$ cat src/rtl/int8_mac_multilane_sequencer.sv
// int8_mac_multilane_sequencer
// Sequences one SIMD_DOT job through the multi-lane INT8 MAC wrapper: loads
// operand beats lane by lane, zero-pads short jobs up to NUM_LANES, holds exec
// until the wrapper answers, then offers the result on a valid/ready port.
// Optional exec watchdog: define INT8_MAC_SEQ_TIMEOUT_EN.
module int8_mac_multilane_sequencer #(
  parameter int XLEN        = 32,
  parameter int NUM_LANES   = 16,
  parameter int LANE_IDX_W  = 4,
  parameter int ID_W        = 4,
  parameter int TIMEOUT_CYC = 64
) (
  input  logic                  clk_i,
  input  logic                  rst_i,
  input  logic                  beat_valid_i,
  output logic                  beat_ready_o,
  input  logic [XLEN-1:0]       beat_rs1_i,
  input  logic [XLEN-1:0]       beat_rs2_i,
  input  logic                  beat_last_i,
  input  logic [XLEN-1:0]       job_rd_i,
  input  logic [4:0]            job_rd_addr_i,
  input  logic [ID_W-1:0]       job_id_i,
  output logic                  mac_valid_o,
  output logic                  mac_lane_load_o,
  output logic                  mac_lane_exec_o,
  output logic [LANE_IDX_W-1:0] mac_lane_idx_o,
  output logic [XLEN-1:0]       mac_rs1_o,
  output logic [XLEN-1:0]       mac_rs2_o,
  output logic [XLEN-1:0]       mac_rd_o,
  output logic [4:0]            mac_rd_addr_o,
  output logic [ID_W-1:0]       mac_id_o,
  input  logic [XLEN-1:0]       mac_result_i,
  input  logic                  mac_valid_i,
  input  logic                  mac_overflow_i,
  output logic                  resp_valid_o,
  input  logic                  resp_ready_i,
  output logic [XLEN-1:0]       resp_result_o,
  output logic [4:0]            resp_rd_addr_o,
  output logic [ID_W-1:0]       resp_id_o,
  output logic                  resp_overflow_o,
  output logic                  resp_err_o,
  output logic                  busy_o
);

  typedef enum logic [2:0] {
    S_IDLE = 3'd0,
    S_LOAD = 3'd1,
    S_PAD  = 3'd2,
    S_EXEC = 3'd3,
    S_RESP = 3'd4
  } state_e;

  localparam logic [LANE_IDX_W-1:0] LAST_IDX = LANE_IDX_W'(NUM_LANES - 1);

  // Reject parameter sets the lane counter cannot address.
  if ((NUM_LANES > 16) || ((1 << LANE_IDX_W) < NUM_LANES) || (TIMEOUT_CYC < 1)) begin : g_cfg_check
    $error("int8_mac_multilane_sequencer: unsupported parameter set");
  end

  state_e                state_q;
  logic [LANE_IDX_W-1:0] cnt_q;
  logic [LANE_IDX_W-1:0] cnt_d;
  logic [XLEN-1:0]       rd_q;
  logic [4:0]            rd_addr_q;
  logic [ID_W-1:0]       id_q;
  logic [XLEN-1:0]       res_q;
  logic                  ovf_q;
  logic                  accepting;
  logic                  beat_fire;

`ifdef INT8_MAC_SEQ_TIMEOUT_EN
  localparam int WD_W = $clog2(TIMEOUT_CYC + 1);
  localparam logic [WD_W-1:0] WD_LIMIT = WD_W'(TIMEOUT_CYC - 1);
  logic [WD_W-1:0] wd_q;
  logic            err_q;
  assign resp_err_o = err_q;
`else
  assign resp_err_o = 1'b0;
`endif

  // Beats are only taken while loading; held low through reset.
  assign accepting = ~rst_i & ((state_q == S_IDLE) | (state_q == S_LOAD));
  assign beat_fire = accepting & beat_valid_i;
  // The counter parks on the last lane so it never overruns the lane range.
  assign cnt_d = (cnt_q == LAST_IDX) ? cnt_q : (cnt_q + LANE_IDX_W'(1));

  assign beat_ready_o    = accepting;
  assign busy_o          = (state_q != S_IDLE);
  assign resp_valid_o    = (state_q == S_RESP);
  assign resp_result_o   = res_q;
  assign resp_rd_addr_o  = rd_addr_q;
  assign resp_id_o       = id_q;
  assign resp_overflow_o = ovf_q;

  // FSM, lane counter, job context and captured response.
  always_ff @(posedge clk_i or posedge rst_i) begin
    if (rst_i) begin
      state_q   <= S_IDLE;
      cnt_q     <= '0;
      rd_q      <= '0;
      rd_addr_q <= '0;
      id_q      <= '0;
      res_q     <= '0;
      ovf_q     <= 1'b0;
`ifdef INT8_MAC_SEQ_TIMEOUT_EN
      wd_q      <= '0;
      err_q     <= 1'b0;
`endif
    end else begin
`ifdef INT8_MAC_SEQ_TIMEOUT_EN
      wd_q <= '0;
`endif
      case (state_q)
        S_IDLE, S_LOAD: begin
          if (beat_valid_i) begin
            if (state_q == S_IDLE) begin
              rd_q      <= job_rd_i;
              rd_addr_q <= job_rd_addr_i;
              id_q      <= job_id_i;
            end
            cnt_q <= cnt_d;
            if (cnt_q == LAST_IDX) begin
              state_q <= S_EXEC;
            end else if (beat_last_i) begin
              state_q <= S_PAD;
            end else begin
              state_q <= S_LOAD;
            end
          end
        end
        S_PAD: begin
          cnt_q <= cnt_d;
          if (cnt_q == LAST_IDX) begin
            state_q <= S_EXEC;
          end
        end
        S_EXEC: begin
          if (mac_valid_i) begin
            res_q   <= mac_result_i;
            ovf_q   <= mac_overflow_i;
`ifdef INT8_MAC_SEQ_TIMEOUT_EN
            err_q   <= 1'b0;
`endif
            state_q <= S_RESP;
          end
`ifdef INT8_MAC_SEQ_TIMEOUT_EN
          else if (wd_q == WD_LIMIT) begin
            res_q   <= '0;
            ovf_q   <= 1'b0;
            err_q   <= 1'b1;
            state_q <= S_RESP;
          end else begin
            wd_q <= wd_q + WD_W'(1);
          end
`endif
        end
        S_RESP: begin
          if (resp_ready_i) begin
            state_q <= S_IDLE;
            cnt_q   <= '0;
          end
        end
        default: begin
          state_q <= S_IDLE;
          cnt_q   <= '0;
        end
      endcase
    end
  end

  // Wrapper controls: pass-through lane loads, zero pads, held exec.
  always_comb begin
    mac_valid_o     = 1'b0;
    mac_lane_load_o = 1'b0;
    mac_lane_exec_o = 1'b0;
    mac_lane_idx_o  = '0;
    mac_rs1_o       = '0;
    mac_rs2_o       = '0;
    mac_rd_o        = '0;
    mac_rd_addr_o   = '0;
    mac_id_o        = '0;
    case (state_q)
      S_IDLE, S_LOAD: begin
        if (beat_fire) begin
          mac_valid_o     = 1'b1;
          mac_lane_load_o = 1'b1;
          mac_lane_idx_o  = cnt_q;
          mac_rs1_o       = beat_rs1_i;
          mac_rs2_o       = beat_rs2_i;
          // First beat: the job context is not latched yet, forward it live.
          if (state_q == S_IDLE) begin
            mac_rd_o      = job_rd_i;
            mac_rd_addr_o = job_rd_addr_i;
            mac_id_o      = job_id_i;
          end else begin
            mac_rd_o      = rd_q;
            mac_rd_addr_o = rd_addr_q;
            mac_id_o      = id_q;
          end
        end else begin
          mac_valid_o = 1'b0;
        end
      end
      S_PAD: begin
        mac_valid_o     = 1'b1;
        mac_lane_load_o = 1'b1;
        mac_lane_idx_o  = cnt_q;
        mac_rd_o        = rd_q;
        mac_rd_addr_o   = rd_addr_q;
        mac_id_o        = id_q;
      end
      S_EXEC: begin
        mac_valid_o     = 1'b1;
        mac_lane_exec_o = 1'b1;
        mac_lane_idx_o  = cnt_q;
        mac_rd_o        = rd_q;
        mac_rd_addr_o   = rd_addr_q;
        mac_id_o        = id_q;
      end
      default: begin
        mac_valid_o = 1'b0;
      end
    endcase
  end

endmodule

$ cat config.mk
export PLATFORM = sky130hd
export DESIGN_NAME = int8_mac_multilane_sequencer
export DESIGN_NICKNAME = d
export VERILOG_FILES = /design/src/rtl/int8_mac_multilane_sequencer.sv
export SDC_FILE = /design/constraint.sdc
export NUM_CORES = 1
export LEC_CHECK = 0
export CAP_MARGIN = 20
export CORE_AREA = 2 2 119 121
export DETAILED_ROUTE_END_ITERATION = 6
export DIE_AREA = 0 0 121 123
export PLACE_DENSITY = 0.72
export SYNTH_ARGS = -nofsm -noshare
export SYNTH_HDL_FRONTEND = slang
export SYNTH_SLANG_ARGS = --single-unit
export TNS_END_PERCENT = 30
$ cat constraint.sdc
create_clock -name clk_i -period 9.7 [get_ports clk_i]
set_clock_uncertainty 0.05 [all_clocks]
set_input_delay 1.455 -clock clk_i [delete_from_list [all_inputs] [get_ports clk_i]]
set_output_delay 1.455 -clock clk_i [all_outputs]
set_load 0.005 [all_outputs]
==> flow_summary.yaml <==
critical_path:
  path_max_fanout: 41
  crit_path_end_kind: "output port"
  path_class: "in2out"
  crit_required_ns: 8.20
  cp-start-kind: "input port"
  crit-reg2reg-launch: "state_q[2]"
  arrival_ns: 3.97
  crit_start: "rst_i"
clock_network:
  clockBufferDepth: 2
  cts.clk_slew.worst_paths_ns: 0.06
  cts_tree: "done"
  clock-sinks: 81
  insertion_delay_ns: 0.33
  cts_resized: 0
  postCtsSetupBuffers: 0
  cts_root_buf: "clkbuf_16"
  cts_hold_buf: 0
  cts_buffers: 9
  htree_levels: 3
global_routing:
  grt_pass1_wl_mm: 20.1
  grt_pass1_vias: 3756
  grt_antenna_before_repair: 0
  grt_usage_pct: 17.3
  grt_overflow: 0
  grt_max_degree: 66
synthesis:
  syn_avg_cell_area_um2: 11.8
  synth_top_cells_by_area: "dfrtp_1, mux2_2, and2_1"
  ys_top_cells_by_count: "dfrtp_1, mux2_2, and2_1"
  synth_cell_types: 36
  yosys_warnings: 0
  syn_area_um2: 4100
  ys.flop_type: "dfrtp_1"
  synthArstFlopShare_pct: 100
  yosysMostFrequentCell: "dfrtp_1"
  synthCells: 348
  synth_top_area_share_pct: 49.4
  synth_nets: 493
  synth_top_cell_by_area: "dfrtp_1"
  yosysSeqAreaShare_pct: 49.4
  ys_ff_latch: 81
  synth-edff-count: 0
routing:
  postRouteAntennaNets: 0
  drtIter0Drc: 134
  drt_first_pass_iters: 4
  wl_mm: 13.8
  wl_per_cell_um: 16.8
  vias: 3752
  post-route-drc-count: 0
  vias_per_cell: 4.56
die:
  die_h_um: 123
  io_pins: 302
  die_x_um: 121
  initial_core_util_pct: 30.1
  rows: 43
  core_um2: 13600
  die_area_um2: 14900
power_and_ir_drop:
  p_clk_share_pct: 15.6
  cellLeakagePower_nw: 3.07
  ir_drop_mv: 0.151
  p_int_mw: 1.39
  power.density_nw_per_um2: 264
  switching_share_pct: 30.1
  comb_power_share_pct: 53.0
  finalPower_mw: 1.99
  p_seq_share_pct: 31.4
  p_sw_uw: 600
hold_path:
  worstHoldStart: "rd_q[8]"
  hold_class: "reg2reg"
placement:
  place_area_um2: 7260
  dpl_worst_slack_ns: 4.14
  place.gp.congestion: 0.835
  port_buffers: 300
  dp_hpwl_mm: 10.6
timing:
  worstMarginPinSlew_ns: 0.881
  clock.fmax_ghz: 0.183
  rsz0062_at_grt: "false"
  layout_setup_ws_ns: 4.23
  min_period_ns: 5.47
  slew_headroom_pct: 41.2
  whs_ns: 0.449
  hold_viol: 0
  fin_crit_sh_pct: 56.4
  setup_viol: 0
  tns_ns: 0
  final_max_slew_viol_count: 0
finish:
  area_growth_pct: 83.8
  drive_above_1_share_pct: 15.1
  nNetsFinal: 782
  antenna-diode-count: 0
  num-fill-cells: 1164
  fin_area_um2: 7540
run:
  max-cap-violations: 0
run_status:
  status: "finished, final reports clean"
==> power by group through the flow <==
stage	registers (mW)	clock network, mW	logic [mW]
6_report	0.625	0.311	1.06
5_1_grt	0.650	0.337	1.14
4_1_cts	0.625	0.322	1.08
3_5_place_dp	0.629	0	1.07
3_3_place_gp	0.624	0	1.04
2_1_floorplan	0.603	0	0.471
==> through the flow <==
stage / util (%) / instances
floorplan: - / 348
global placement: 53.4 / 806
detailed placement: 53.4 / 806
CTS: 55.4 / 822
global route: 55.4 / 822
finish: 55.4 / 822
==> placed cells by master (no fill, tap or decap), types with 2 or more instances in the layout <==
master / count
clkdlybuf4s50_1: 300
dfrtp_1: 81
mux2_2: 72
and2_1: 68
a22o_1: 41
clkbuf_16: 9
nand2_1: 6
a21oi_1: 5
buf_4: 5
o21ai_0: 4
nor2_1: 4
inv_1: 3
nor2b_1: 3
and3_1: 3
mux2_1: 3
nor3_1: 3
nand3_1: 2
nand4_1: 2
clkinv_2: 2
clkbuf_1: 2
clkinvlp_4: 2
==> worst max-delay path, stage by stage <==
cell	delay, ns
clkdlybuf4s50_1	0.57
clkinv_2	0.54
and3_1	0.36
buf_4	0.26
a22o_1	0.30
clkdlybuf4s50_1	0.45
==> registers in the layout, indices dropped and copies added, names as in the netlist <==
name             cells
resp_id_o            4
rd_q                32
resp_rd_addr_o       5
resp_overflow_o      1
resp_result_o       32
cnt_q                4
state_q              3
==> final timing paths <==
check	endpoint	slack, ns	depth (start not counted)
max	mac_rd_o[19]	4.23	6
min	rd_q[8]	0.45	1
max reg2reg	resp_result_o[7]	7.36	3
min reg2reg	rd_q[8]	0.45	1
max in group asynchronous	resp_result_o[0]	7.01	3
min in group asynchronous	state_q[2]	1.57	2
==> metal layers <==
layer | wire, um | vias to the layer above | GRT usage (%) | share of wire [%]
met5 | 0 | - | 0 | 0
met4 | 105 | 0 | 3.27 | 0.76
met3 | 1310 | 10 | 8.12 | 9.5
met2 | 6660 | 156 | 28.1 | 48
met1 | 5700 | 1772 | 21.3 | 41
li1 | - | 1814 | - | -
==> final cells by class <==
| type | instances | area (um^2) | area share [%] |
|---|---|---|---|
| Clock buffer | 12 | 246 | 3.27 |
| Sequential cell | 81 | 2030 | 26.9 |
| Timing Repair Buffer | 305 | 3040 | 40.3 |
| Inverter | 4 | 16.3 | 0.216 |
| Tap cell | 180 | 225 | 2.99 |
| Multi-Input combinational cell | 236 | 1950 | 25.9 |
| Clock inverter | 4 | 28.8 | 0.382 |
==> kinds of logic after synthesis <==
group / share of synthesized area [%]
fa+ha+maj: 0.305
mux: 20.6
flops: 49.4
buf+inv: 3.29
compound gates: 11.3
other cells: 0.0914
simple gates: 14.9
(Power assumes the default switching activity.)
==> variant (config.mk and constraints unchanged) <==
`XLEN`: 32 -> 28.
--- a/src/rtl/int8_mac_multilane_sequencer.sv
+++ b/src/rtl/int8_mac_multilane_sequencer.sv
@@ -6,3 +6,3 @@
 module int8_mac_multilane_sequencer #(
-  parameter int XLEN        = 32,
+  parameter int XLEN        = 28,
   parameter int NUM_LANES   = 16,
Interface: changed (8 resized); port bits go from 302 to 270. No check against the original RTL was run, so the function may have changed too.
==> variant against the unedited design <==
  * Total power shrank 8.0%
  * Register-to-register slack gained 0.33 ns
  * Worst setup slack lost 0.15 ns
  * Combinational power shrank 11%
  * Cell area shrank 8.8%
  * Worst hold slack lost 0.0093 ns
  * Routed wire length shrank 17%
  * Synthesized area shrank 7.7%
  * Utilization shrank 4.9 points
  * Synthesized cell count shrank 9.2%
  * Sequential cell count shrank 8
  * Largest power group unchanged
==> variant: results (changes against the unedited design) <==
outcome:
  outcome: "finished clean"
hold_path:
  hold_class: "flip-flop to flip-flop"
  holdPathStages: 1  # unchanged
logic_synthesis:
  synth.distinct_cells: 39  # +8.3%
  yosys-top-cells-area: "dfrtp_1 (48%), mux2_2 (14%), and2_1 (9.9%)"
  ys_top_cells_by_count: "dfrtp_1 (73), and2_1 (60), mux2_2 (48), a22o_1 (37), mux2_1 (19)"
  synth_nets: 445  # -9.7%
  async_flop_share: 1.000  # unchanged
  synth.avg_cell_area_um2: 11.97  # +1.6%
  ys_seq_area_frac: 0.4828  # -0.01140
  yosysWarnings: 0  # unchanged
power_and_ir_drop:
  p_leak_nw: 2.812  # -8.5%
  irDropWorstVdd_mv: 0.1806  # +19%
cts:
  cts_inserted_buffers: 9  # unchanged
  ctsResizeCount: 0  # unchanged
  clkTransAtPathRegs_ns: 0.06  # about the same
  h-tree-depth: 3  # unchanged
  cts_buffer_depth: 2  # unchanged
drt:
  top_layer: "met4"
  wl_met1_um: 5003  # -12%
  drt_iter0_drc: 80  # -40%
  drt-wirelength-per-cell_um: 15.07  # -10%
  drtPass1Iterations: 4  # unchanged
  viasPerCell: 4.445  # -2.6%
  wl_met2_um: 5554  # -17%
  met3WireLength_um: 831  # -36%
placed_design:
  dp_cells: 747  # -7.3%
  io_buffers: 268  # -11%
  gp_congestion: 0.7776  # -6.9%
  dpl-instance-area_um2: 6583  # -9.4%
  dp_hpwl_um: 8728  # -17%
setup_path:
  slowest_stage: "buf_4"
  crit_fanout: 74  # +80%
  cp.arrival_ns: 4.12  # +0.15 ns
  cp_slowest_stage_delay_ns: 0.68  # +0.11 ns
  reg2regPathDepth: 4  # +1
  crit_family: "buffers and inverters"
global_routing:
  grt_pass1_wl_um: 17340  # -14%
  met3_usage: 0.04290  # -0.03828
  track_usage: 0.1454  # -0.02792
  met1_usage: 0.1875  # -0.02596
  antenna_found_initial: 0  # unchanged
  grt_start_max_net_pins: 75  # +14%
  grt_pass1_vias: 3407  # -9.3%
  met2_usage: 0.2381  # -0.04284
  busiest_layer: "met2"
layout:
  design_area_um2: 6877  # -8.8%
  num-fill-cells: 1228  # +5.5%
  final_cells: 762  # -7.3%
  antennaDiodeCount: 0  # unchanged
  drive_gt1_frac: 0.1323  # -0.01879
  nNetsFinal: 707  # -9.6%
timing:
  worst_slew_pin_slew_ns: 0.9130  # +0.03188 ns
-- variant: cell types whose count changed after synthesis, sizes merged --
| cell | delta |
|---|---|
| mux2 | -8 |
| buf | +6 |
| clkbuf | -10 |
| a22o | -4 |
| dfrtp | -8 |
| and2 | -8 |
-- variant: power by group --
group          internal [mW]  switching (mW)  leakage (nW)
clock network          0.199           0.123         0.142
registers              0.460           0.107         0.869
logic                  0.630           0.314          1.80
total                   1.29           0.544          2.81
-- variant: cells by family after synthesis --
kind of cell / Yosys count / synth area share
AO/OA/AOI/OAI: 54 / 0.1147
adder cells (fa/ha/maj): 1 / 0.003306
buffers and inverters: 27 / 0.04596
flip-flops: 73 / 0.4828
multiplexers: 67 / 0.1994
other: 1 / 0.0009911
AND/OR/NAND/NOR: 93 / 0.1528
-- variant: worst paths after layout --
| path | from | to | slack (ns) |
|---|---|---|---|
| max | rst_i | mac_rd_o[25] | 4.08 |
| min | rd_q[8] | rd_q[8] | 0.44 |
| max reg2reg | state_q[2] | resp_result_o[22] | 7.69 |
| min reg2reg | rd_q[8] | rd_q[8] | 0.44 |
| max in group asynchronous | rst_i | rd_q[7] | 7.21 |
| min in group asynchronous | rst_i | cnt_q[2] | 1.78 |
-- variant: per-stage QoR --
step                setup slack, ns  hold WS (ns)    util  power, mW
floorplan                     4.349        0.4090       -     0.9919
global placement              4.097        0.4228  0.4836      1.501
detailed placement            3.988        0.4299  0.4836      1.529
CTS                           3.980        0.4440  0.5052      1.864
global route                  3.815        0.4638  0.5052      1.961
finish                        4.078        0.4396  0.5052      1.833
-- variant: layout make-up --
cell class,count,area (um2),area share
inverter,4,15.01,0.002183
sequential,73,1827,0.2656
clock inverter,6,68.82,0.01001
multi-input combinational,216,1788,0.2600
timing repair buffer,274,2728,0.3967
tap,180,225.2,0.03275
clock buffer,9,225.2,0.03275
